### config.mk
export PLATFORM = sky130hd
export DESIGN_NAME = if_fetch_stage
export DESIGN_NICKNAME = d
export VERILOG_FILES = /design/src/rtl/cpu_pkg.sv /design/src/rtl/if_id_reg.sv /design/src/rtl/if_fetch_stage.sv
export SDC_FILE = /design/constraint.sdc
export NUM_CORES = 1
export LEC_CHECK = 0
export ABC_AREA = 1
export CAP_MARGIN = 0
export CORE_AREA = 2 2 136 138
export DETAILED_ROUTE_END_ITERATION = 7
export DIE_AREA = 0 0 138 140
export HOLD_SLACK_MARGIN = 0.03
export PLACE_DENSITY_LB_ADDON = 0.1
export SLEW_MARGIN = 20
export SYNTH_ARGS = -nofsm -noshare
export SYNTH_HDL_FRONTEND = slang
export SYNTH_SLANG_ARGS = --single-unit
### constraint.sdc
create_clock -name clk -period 2.9 [get_ports clk]
set_input_delay 0.58 -clock clk [delete_from_list [all_inputs] [get_ports clk]]
set_output_delay 0.58 -clock clk [all_outputs]
set_load 0.01 [all_outputs]
### src/rtl/cpu_pkg.sv
// -----------------------------------------------------------------------------
// cpu_pkg
// Shared definitions for the five-stage MIPS pipeline front end.
//   PC_W           : program-counter width
//   NOP_INST       : encoding written into IF/ID for a bubble (sll $0,$0,0)
//   fetch_state_e  : instruction-fetch FSM states
//     RST       - one cycle after reset release, no fetch request
//     FETCH     - normal fetching, one word per cycle on a hit
//     MISS      - cache miss in progress, request held stable
//     MISS_KILL - cache miss in progress and a redirect is pending; the word
//                 returned at the end of the miss is wrong-path and dropped
// -----------------------------------------------------------------------------
package cpu_pkg;

    localparam int PC_W = 32;

    localparam logic [31:0] NOP_INST = 32'h0000_0000;

    typedef enum logic [1:0] {
        RST       = 2'd0,
        FETCH     = 2'd1,
        MISS      = 2'd2,
        MISS_KILL = 2'd3
    } fetch_state_e;

endpackage : cpu_pkg

### src/rtl/if_id_reg.sv
// -----------------------------------------------------------------------------
// if_id_reg
// IF/ID pipeline register. Loads a fetched instruction and its PC+4 when
// wr_en is high; if flush is also high the register is loaded with a bubble
// (NOP, pc4=0, valid=0) instead. Holds its contents while wr_en is low.
//
// Ports:
//   clk      in   pipeline clock, rising edge
//   rst_n    in   asynchronous active-low reset (clears to a bubble)
//   wr_en    in   update enable
//   flush    in   load a bubble instead of inst_in/pc4_in
//   inst_in  in   fetched instruction word
//   pc4_in   in   PC+4 of the fetched instruction
//   inst     out  registered instruction
//   pc4      out  registered PC+4
//   valid    out  1 = real instruction, 0 = bubble
// -----------------------------------------------------------------------------
import cpu_pkg::*;

module if_id_reg (
    input  logic            clk,
    input  logic            rst_n,
    input  logic            wr_en,
    input  logic            flush,
    input  logic [31:0]     inst_in,
    input  logic [PC_W-1:0] pc4_in,
    output logic [31:0]     inst,
    output logic [PC_W-1:0] pc4,
    output logic            valid
);

    logic [31:0]     inst_reg;
    logic [PC_W-1:0] pc4_reg;
    logic            valid_reg;

    always_ff @(posedge clk or negedge rst_n) begin
        if (!rst_n) begin
            inst_reg  <= NOP_INST;
            pc4_reg   <= '0;
            valid_reg <= 1'b0;
        end else if (wr_en) begin
            if (flush) begin
                inst_reg  <= NOP_INST;
                pc4_reg   <= '0;
                valid_reg <= 1'b0;
            end else begin
                inst_reg  <= inst_in;
                pc4_reg   <= pc4_in;
                valid_reg <= 1'b1;
            end
        end
    end

    assign inst  = inst_reg;
    assign pc4   = pc4_reg;
    assign valid = valid_reg;

endmodule : if_id_reg

### src/rtl/if_fetch_stage.sv
// -----------------------------------------------------------------------------
// if_fetch_stage
// Instruction-fetch stage of the five-stage MIPS pipeline. Owns the PC,
// issues word fetches to the instruction cache, applies redirects resolved
// in ID (beq taken, j/jal, jr/jalr) and the IF/ID flush, honours the
// load-use stall (hz_stall) and the data-cache stall (mem_stall), and
// tracks instruction-cache misses so that a redirect arriving mid-miss never
// lets the wrong-path word into IF/ID.
//
// Parameters:
//   RESET_PC          PC value after reset
//
// Ports:
//   clk, rst_n        clock (rising edge), asynchronous active-low reset
//   ID_PCSrc          beq resolved taken in ID
//   ID_Jump           j/jal in ID
//   ID_JumpR          jr/jalr in ID
//   ID_IF_Flush       squash IF/ID at the next update
//   ID_branch_target  beq target
//   ID_rs_data        jr/jalr target
//   hz_stall          load-use stall: hold PC, IF/ID and FSM
//   mem_stall         data-cache stall: freeze the whole stage
//   ICACHE_ren        fetch request
//   ICACHE_addr       word address PC[31:2]
//   ICACHE_stall      miss in progress (request must stay stable)
//   ICACHE_rdata      fetched word, valid when ren=1 and stall=0
//   IF_ID_inst        instruction to decode
//   IF_ID_pc4         PC+4 of that instruction
//   IF_ID_valid       1 = real instruction, 0 = bubble
//
// Optional build macro IF_PERF_CNT_EN adds three wrapping 32-bit counters:
//   perf_fetch_cnt    valid words written into IF/ID
//   perf_flush_cnt    IF/ID flushes requested by ID and applied
//   perf_miss_cycles  cycles with ICACHE_stall=1 while ICACHE_ren=1
// -----------------------------------------------------------------------------
import cpu_pkg::*;

module if_fetch_stage #(
    parameter logic [31:0] RESET_PC = 32'h0000_0000
) (
    input  logic        clk,
    input  logic        rst_n,
    input  logic        ID_PCSrc,
    input  logic        ID_Jump,
    input  logic        ID_JumpR,
    input  logic        ID_IF_Flush,
    input  logic [31:0] ID_branch_target,
    input  logic [31:0] ID_rs_data,
    input  logic        hz_stall,
    input  logic        mem_stall,
    output logic        ICACHE_ren,
    output logic [29:0] ICACHE_addr,
    input  logic        ICACHE_stall,
    input  logic [31:0] ICACHE_rdata,
    output logic [31:0] IF_ID_inst,
    output logic [31:0] IF_ID_pc4,
    output logic        IF_ID_valid
`ifdef IF_PERF_CNT_EN
    ,
    output logic [31:0] perf_fetch_cnt,
    output logic [31:0] perf_flush_cnt,
    output logic [31:0] perf_miss_cycles
`endif
);

    fetch_state_e    state_reg, state_next;
    logic [PC_W-1:0] pc_reg, pc_next;
    logic [PC_W-1:0] pend_reg, pend_next;   // redirect target owed after a miss

    logic            advance;      // PC/IF/ID/FSM may move this cycle
    logic            redir;
    logic [PC_W-1:0] redir_target;
    logic [PC_W-1:0] pc_plus4;
    logic            delivered;    // cache handed back a word this cycle
    logic            ifid_flush;

    // Stage can only move when neither the load-use nor data-cache stall holds it.
    assign advance  = ~hz_stall & ~mem_stall;
    assign redir    = (ID_JumpR | ID_Jump | ID_PCSrc) & advance;
    assign pc_plus4 = pc_reg + 32'd4;

    // jr wins over j, j wins over beq.
    always_comb begin
        redir_target = ID_branch_target;
        if (ID_JumpR) begin
            redir_target = ID_rs_data;
        end else if (ID_Jump) begin
            redir_target = {IF_ID_pc4[31:28], IF_ID_inst[25:0], 2'b00};
        end
    end

    // ---------------------------------------------------------------------
    // FSM: state register
    // ---------------------------------------------------------------------
    always_ff @(posedge clk or negedge rst_n) begin
        if (!rst_n) begin
            state_reg <= RST;
        end else begin
            state_reg <= state_next;
        end
    end

    // ---------------------------------------------------------------------
    // FSM: next-state logic
    // ---------------------------------------------------------------------
    always_comb begin
        state_next = state_reg;
        case (state_reg)
            RST: state_next = FETCH;
            FETCH, MISS: begin
                if (advance) begin
                    if (ICACHE_stall) begin
                        state_next = redir ? MISS_KILL : MISS;
                    end else begin
                        state_next = FETCH;
                    end
                end
            end
            MISS_KILL: begin
                if (advance && !ICACHE_stall) begin
                    state_next = FETCH;
                end
            end
            default: state_next = RST;
        endcase
    end

    // ---------------------------------------------------------------------
    // FSM: outputs
    // ---------------------------------------------------------------------
    always_comb begin
        ICACHE_ren = 1'b1;
        if (state_reg == RST) begin
            ICACHE_ren = 1'b0;
        end
    end

    // The address follows the PC in every state, so it is stable throughout a
    // miss because the PC only moves when the cache is not stalling.
    assign ICACHE_addr = pc_reg[31:2];
    assign delivered   = ICACHE_ren & ~ICACHE_stall;

    // ---------------------------------------------------------------------
    // PC and pending-target datapath
    // ---------------------------------------------------------------------
    always_comb begin
        pc_next   = pc_reg;
        pend_next = pend_reg;
        if (advance) begin
            case (state_reg)
                FETCH, MISS: begin
                    if (ICACHE_stall) begin
                        if (redir) begin
                            pend_next = redir_target;
                        end
                    end else begin
                        pc_next = redir ? redir_target : pc_plus4;
                    end
                end
                MISS_KILL: begin
                    if (ICACHE_stall) begin
                        if (redir) begin
                            pend_next = redir_target;
                        end
                    end else begin
                        // A redirect in the very cycle the miss ends is newer
                        // than the pending one.
                        pc_next = redir ? redir_target : pend_reg;
                    end
                end
                default: begin
                    pc_next   = pc_reg;
                    pend_next = pend_reg;
                end
            endcase
        end
    end

    always_ff @(posedge clk or negedge rst_n) begin
        if (!rst_n) begin
            pc_reg   <= RESET_PC;
            pend_reg <= '0;
        end else begin
            pc_reg   <= pc_next;
            pend_reg <= pend_next;
        end
    end

    // ---------------------------------------------------------------------
    // IF/ID register
    // ---------------------------------------------------------------------
    // A word is dropped when ID squashes IF, when nothing came back, or when
    // the returning word belongs to a miss that a redirect already killed.
    assign ifid_flush = ID_IF_Flush | ~delivered |
                        (state_reg == RST) | (state_reg == MISS_KILL);

    if_id_reg u_if_id_reg (
        .clk     (clk),
        .rst_n   (rst_n),
        .wr_en   (advance),
        .flush   (ifid_flush),
        .inst_in (ICACHE_rdata),
        .pc4_in  (pc_plus4),
        .inst    (IF_ID_inst),
        .pc4     (IF_ID_pc4),
        .valid   (IF_ID_valid)
    );

`ifdef IF_PERF_CNT_EN
    // ---------------------------------------------------------------------
    // Performance counters (wrapping)
    // ---------------------------------------------------------------------
    logic [2:0] perf_evt;

    assign perf_evt[0] = advance & ~ifid_flush;
    assign perf_evt[1] = advance & ID_IF_Flush;
    assign perf_evt[2] = ICACHE_ren & ICACHE_stall;

    genvar gi;
    generate
        for (gi = 0; gi < 3; gi++) begin : g_perf
            logic [31:0] cnt_reg;
            always_ff @(posedge clk or negedge rst_n) begin
                if (!rst_n) begin
                    cnt_reg <= '0;
                end else if (perf_evt[gi]) begin
                    cnt_reg <= cnt_reg + 32'd1;
                end
            end
        end
    endgenerate

    assign perf_fetch_cnt   = g_perf[0].cnt_reg;
    assign perf_flush_cnt   = g_perf[1].cnt_reg;
    assign perf_miss_cycles = g_perf[2].cnt_reg;
`endif

endmodule : if_fetch_stage
After elaboration in Yosys (flattened, before gate mapping)
Index checks and enable logic that the tools add are counted.
{"block": "op_classes", "add_sub_neg": 1, "n_eq_ne": 7, "n_mux": 16, "bitwise": 12, "n_reduce_logical": 9}
{"op": "32-bit two-way mux", "count": 8}
{"op": "32-bit case mux with 2 select lines", "count": 1}
{"op": "32-bit by 3-bit adder with 32-bit output (second input constant)", "count": 1}
{"op": "2-bit inequality test (second input constant)", "count": 4}
{"op": "2-bit two-way mux", "count": 3}
{"op": "2-bit case mux with 3 select lines", "count": 1}
{"op": "1-bit OR", "count": 5}
{"op": "2-bit == test (second input constant)", "count": 2}
{"op": "1-bit inverter", "count": 4}
{"op": "4-bit AND reduction", "count": 1}
{"op": "1-bit bitwise AND", "count": 3}
{"op": "1-bit two-way mux", "count": 3}
{"op": "3-bit AND reduction", "count": 1}
{"op": "3-bit OR reduction", "count": 1}
{"op": "2-bit by 1-bit == test with 1-bit output (second input constant)", "count": 1}
{"op": "2-bit logical NOT", "count": 1}
{"op": "2-bit AND reduction", "count": 1}
{"op": "2-bit nonzero test", "count": 1}
{"op": "2-bit OR reduction", "count": 1}
{"op": "1-bit logical AND", "count": 1}
{"op": "1-bit logical NOT", "count": 1}
{"block": "word_totals", "reg_bits": 131, "in_bits": 105, "output_inout_bits": 96, "word_cells": 51}

Logic depth before layout (Yosys ltp)
{"block": "depth", "depth_word": 8, "depth_mapped": 11, "ltp_nobuf": 10}

Modules after synthesis
Synthesis repeated with hierarchy kept, for this count alone.
{"block": "unflattened", "hier_cells": 1018, "area_unflattened_um2": 7307.0}
{"module": "if_fetch_stage", "n_inst": 1, "cells_per_inst": 737, "area_each_um2": 4718.3, "seq_area_each_um2": 1651.6}
{"module": "if_id_reg", "n_inst": 1, "cells_per_inst": 281, "area_each_um2": 2588.7, "seq_area_each_um2": 1626.6}

Least setup slack after synthesis
No wires, ideal clock.
{"block": "synth_timing", "kind": "input to register", "from": "input hz_stall", "to": "register pc_reg[2]", "setup_time_ns": 0.121, "t_arrival_ns": 1.583, "required_ns": 2.779, "setup_slack_ns": 1.196, "path_stages": 9, "n_path_buf": 3, "path_cell_list": "nor2_2 buf_4 o21ai_2 inv_2 nand3_1 buf_4 buf_6 a21oi_1 nand2_1"}
{"block": "synth_via", "elab_chain_cells": 6, "word_cells_on_any_way": 9, "cone_classes": "5 x mux; 3 x bitwise; 1 x reduce/logical"}
{"element": "from (decl)", "line": "if_fetch_stage.sv:49", "source": "input logic hz_stall,"}
{"element": "1-bit inverter *", "line": "if_fetch_stage.sv:78", "source": "assign advance = ~hz_stall & ~mem_stall;"}
{"element": "1-bit bitwise AND *", "line": "if_fetch_stage.sv:78"}
{"element": "1-bit bitwise AND", "line": "if_fetch_stage.sv:79", "source": "assign redir = (ID_JumpR | ID_Jump | ID_PCSrc) & advance;"}
{"element": "32-bit two-way mux, on equally long branches"}
{"element": "32-bit two-way mux, on equally long branches", "line": "if_fetch_stage.sv:161, if_fetch_stage.sv:152"}
{"element": "32-bit case mux with 2 select lines", "line": "if_fetch_stage.sv:150", "source": "case (state_reg)"}
{"element": "to (signal assigned)", "line": "if_fetch_stage.sv:184", "source": "pc_reg <= pc_next;"}
{"element": "to (decl)", "line": "if_fetch_stage.sv:67", "source": "logic [PC_W-1:0] pc_reg, pc_next;"}
Every way passes the cells marked *; elsewhere a longest branch is shown, timed or not. The select of a mux whose other input is x is not followed.
A chain may end at the register's enable or synchronous reset.

Worst setup path after layout
{"block": "layout_timing", "from": "register state_reg[0]", "to": "output ICACHE_ren"}
{"block": "layout_via", "elab_chain_cells": 2}
{"element": "from (decl)", "line": "if_fetch_stage.sv:66", "source": "fetch_state_e state_reg, state_next;"}
{"element": "from (signal assigned)", "line": "if_fetch_stage.sv:99", "source": "state_reg <= state_next;"}
{"element": "2-bit logical NOT", "line": "if_fetch_stage.sv:133", "source": "if (state_reg == RST) begin"}
{"element": "1-bit two-way mux", "line": "if_fetch_stage.sv:133"}
{"element": "to (decl)", "line": "if_fetch_stage.sv:51", "source": "output logic ICACHE_ren,"}
No other way between the ends.

==> impl_metrics.tcl <==
set metrics [dict create \
    n_antenna_cell 0 \
    dieArea_um2 19300 \
    period_share_pct 81.4 \
    fp.dieH_um 140 \
    r2r_slack_ps 900 \
    cts_buffers 17 \
    cts_resized 0 \
    r2r_start "state_reg[0]" \
    cts_hold_buf 0 \
    yosysMostFrequentCell "nand2_1" \
    max_freq_ghz 0.424 \
    clockRootBuffer "clkbuf_16" \
    die_w_um 138 \
    synth_ff_type "dfrtp_1" \
    holdWs_ps 195 \
    hold_path_class "primary input to asynchronous set/reset pin" \
    synthSimpleGateAreaFrac_pct 31.2 \
    clk_pin_slew_ps 60 \
    clk_latency_ps 420 \
    syn_area_um2 7040 \
    max-cap-violations 0 \
    clkSinkCount 131 \
    skew_ps 7.78 \
    synth_top_family_by_area "simple AND/OR/NAND/NOR gates" \
    hold_viol_final 0 \
    synth.largest_area_cell "dfrtp_1" \
    r2r-end "pc_reg[17]" \
    leakage_uw 0.00459 \
    synthMuxAreaShare_pct 0 \
    async_reset_ff_share_pct 100 \
    io_pins 201 \
    antenna_left 0 \
    yosysTopAreaCellShare_pct 46.6 \
    crit_path_end_kind "output pin" \
    synthTopCellsByCount "nand2_1 (370), dfrtp_1 (131), nor2_1 (100), o21ai_0 (70), inv_1 (62)" \
    area_delta_synth_final_pct 40.5 \
    post-route-min-period_ps 2360 \
    setup_viol 0 \
    cp_data_arrival_time_ps 1780 \
    core_area_um2 17800 \
    rsz0062_at_grt "false" \
    drtIter0Drc 497 \
    wl_um 22900 \
    power_uw 7410 \
    drive_above_1_share_pct 6.96 \
    post-place-cells 1361 \
    cts.htree.levels 4 \
    post_cts_buffers 0 \
    synth_area_leaders "dfrtp_1 (47%), nand2_1 (20%), nor2_1 (5.3%)" \
    ys_warn_count 0 \
    post_drt_wl_per_cell_um 16.5 \
    synth_nets 1060 \
    initial_core_util_pct 39.6 \
    synthCells 952 \
    synth_xor_area_share_pct 1.87 \
    via_count 6876 \
    grtUsageTotal_pct 23.9 \
    routed_via_density 4.94 \
    crit_path_start_kind "register" \
    nets 1259 \
    synth_fa_ha_area_share_pct 0.533 \
    grt_max_degree 74 \
    ys_ff_latch 131 \
    dp_hpwl_um 17400 \
    cts_buffer_depth 2 \
    grt_pass1_wl_um 36700 \
    worst_pin_slew_ps 722 \
    power_density_nw_per_um2 749 \
    io_buffers 200 \
    syn_avg_cell_area_um2 7.39 \
    required_ps 2320 \
    grt_pass1_vias 6755 \
    routabilityCongestion 0.937 \
    antenna_found_initial 0 \
    critPathKind "register to output pin" \
    maxSlewHeadroom_pct 51.9 \
    firstDrtPassIters 5 \
    ir_worst_vdd_mv 0.470 \
    r2r.worst_path.cells 9 \
    fin_cells 1392 \
    synth-compound-area-share_pct 12.2 \
    status "finished clean" \
    synth_edf_count 0 \
    yosysSeqAreaShare_pct 46.6 \
    cp_max_fo 4 \
    ys_types 38 \
    tns_ps 0 \
    grt_overflow 0 \
    tritoncts "yes" \
    maxSlewViolCount 0 \
    num_rows 49 \
    drc_errors 0 \
    fill_cells 1751 \
]
## critical path, stage by stage (launching register included)
cell	delay, ps
dfrtp_1	370
inv_1	50
ha_1	290
inv_1	100
clkdlybuf4s50_1	540
## cells in the final DEF (no fill, tap or decap), drive strengths merged
master / instances
ha: 3
clkinvlp: 7
o2bb2ai: 1
and2: 2
xnor2: 4
dfrtp: 131
nand2: 373
o22ai: 3
nor2: 110
clkinv: 3
nor3: 4
nand4: 1
xor2: 11
clkbuf: 18
o21ai: 92
inv: 71
a21oi: 20
nand3: 48
bufinv: 3
buf: 24
nand3b: 1
or2: 1
clkdlybuf4s50: 199
a31oi: 7
a22oi: 5
o211ai: 7
a22o: 14
## metrics by stage
stage / util (%) / worst slack (ps) / cell area, um^2
2_1_floorplan: - / 1200 / 7040
3_3_place_gp: 52.3 / 438 / 9290
3_5_place_dp: 52.3 / 411 / 9290
4_1_cts: 55.6 / 523 / 9890
5_1_grt: 55.6 / 449 / 9890
6_report: 55.6 / 540 / 9890
## final cells by class
type / count / area, um^2 / share of cell area (%)
clock buffer: 18 / 439 / 4.44
clock inverter: 13 / 161 / 1.63
inverter: 71 / 269 / 2.72
multi-input combinational: 707 / 3230 / 32.7
sequential: 131 / 3280 / 33.1
tap: 229 / 287 / 2.90
timing repair buffer: 223 / 2230 / 22.5
## logic make-up after synthesis
| logic type | count (synthesis) |
|---|---|
| flip-flops | 131 |
| buffers and inverters | 114 |
| AO/OA/AOI/OAI | 149 |
| AND/OR/NAND/NOR | 540 |
| XOR/XNOR | 15 |
| adder cells (fa/ha/maj) | 3 |
## routing by layer
metal	track usage, %	wire length, um
met1	33.1	10700
met2	36.5	10100
met3	6.43	1560
met4	8.11	562
met5	0	0
## worst max-delay path by stage
stage	start	endpoint	slack [ps]
floorplan	hz_stall	pc_reg[2]	1200
global placement	hz_stall	pc_reg[24]	440
detailed placement	hz_stall	pend_reg[7]	410
CTS	state_reg[0]	ICACHE_ren	520
global route	state_reg[0]	ICACHE_ren	450
finish	state_reg[0]	ICACHE_ren	540
## report_power, final
| part | switching, uW | internal (uW) |
|---|---|---|
| Combinational | 1310 | 1180 |
| Clock | 846 | 1360 |
| Sequential | 454 | 2250 |
| Total | 2610 | 4800 |
Power figures use the tool's default switching activity.
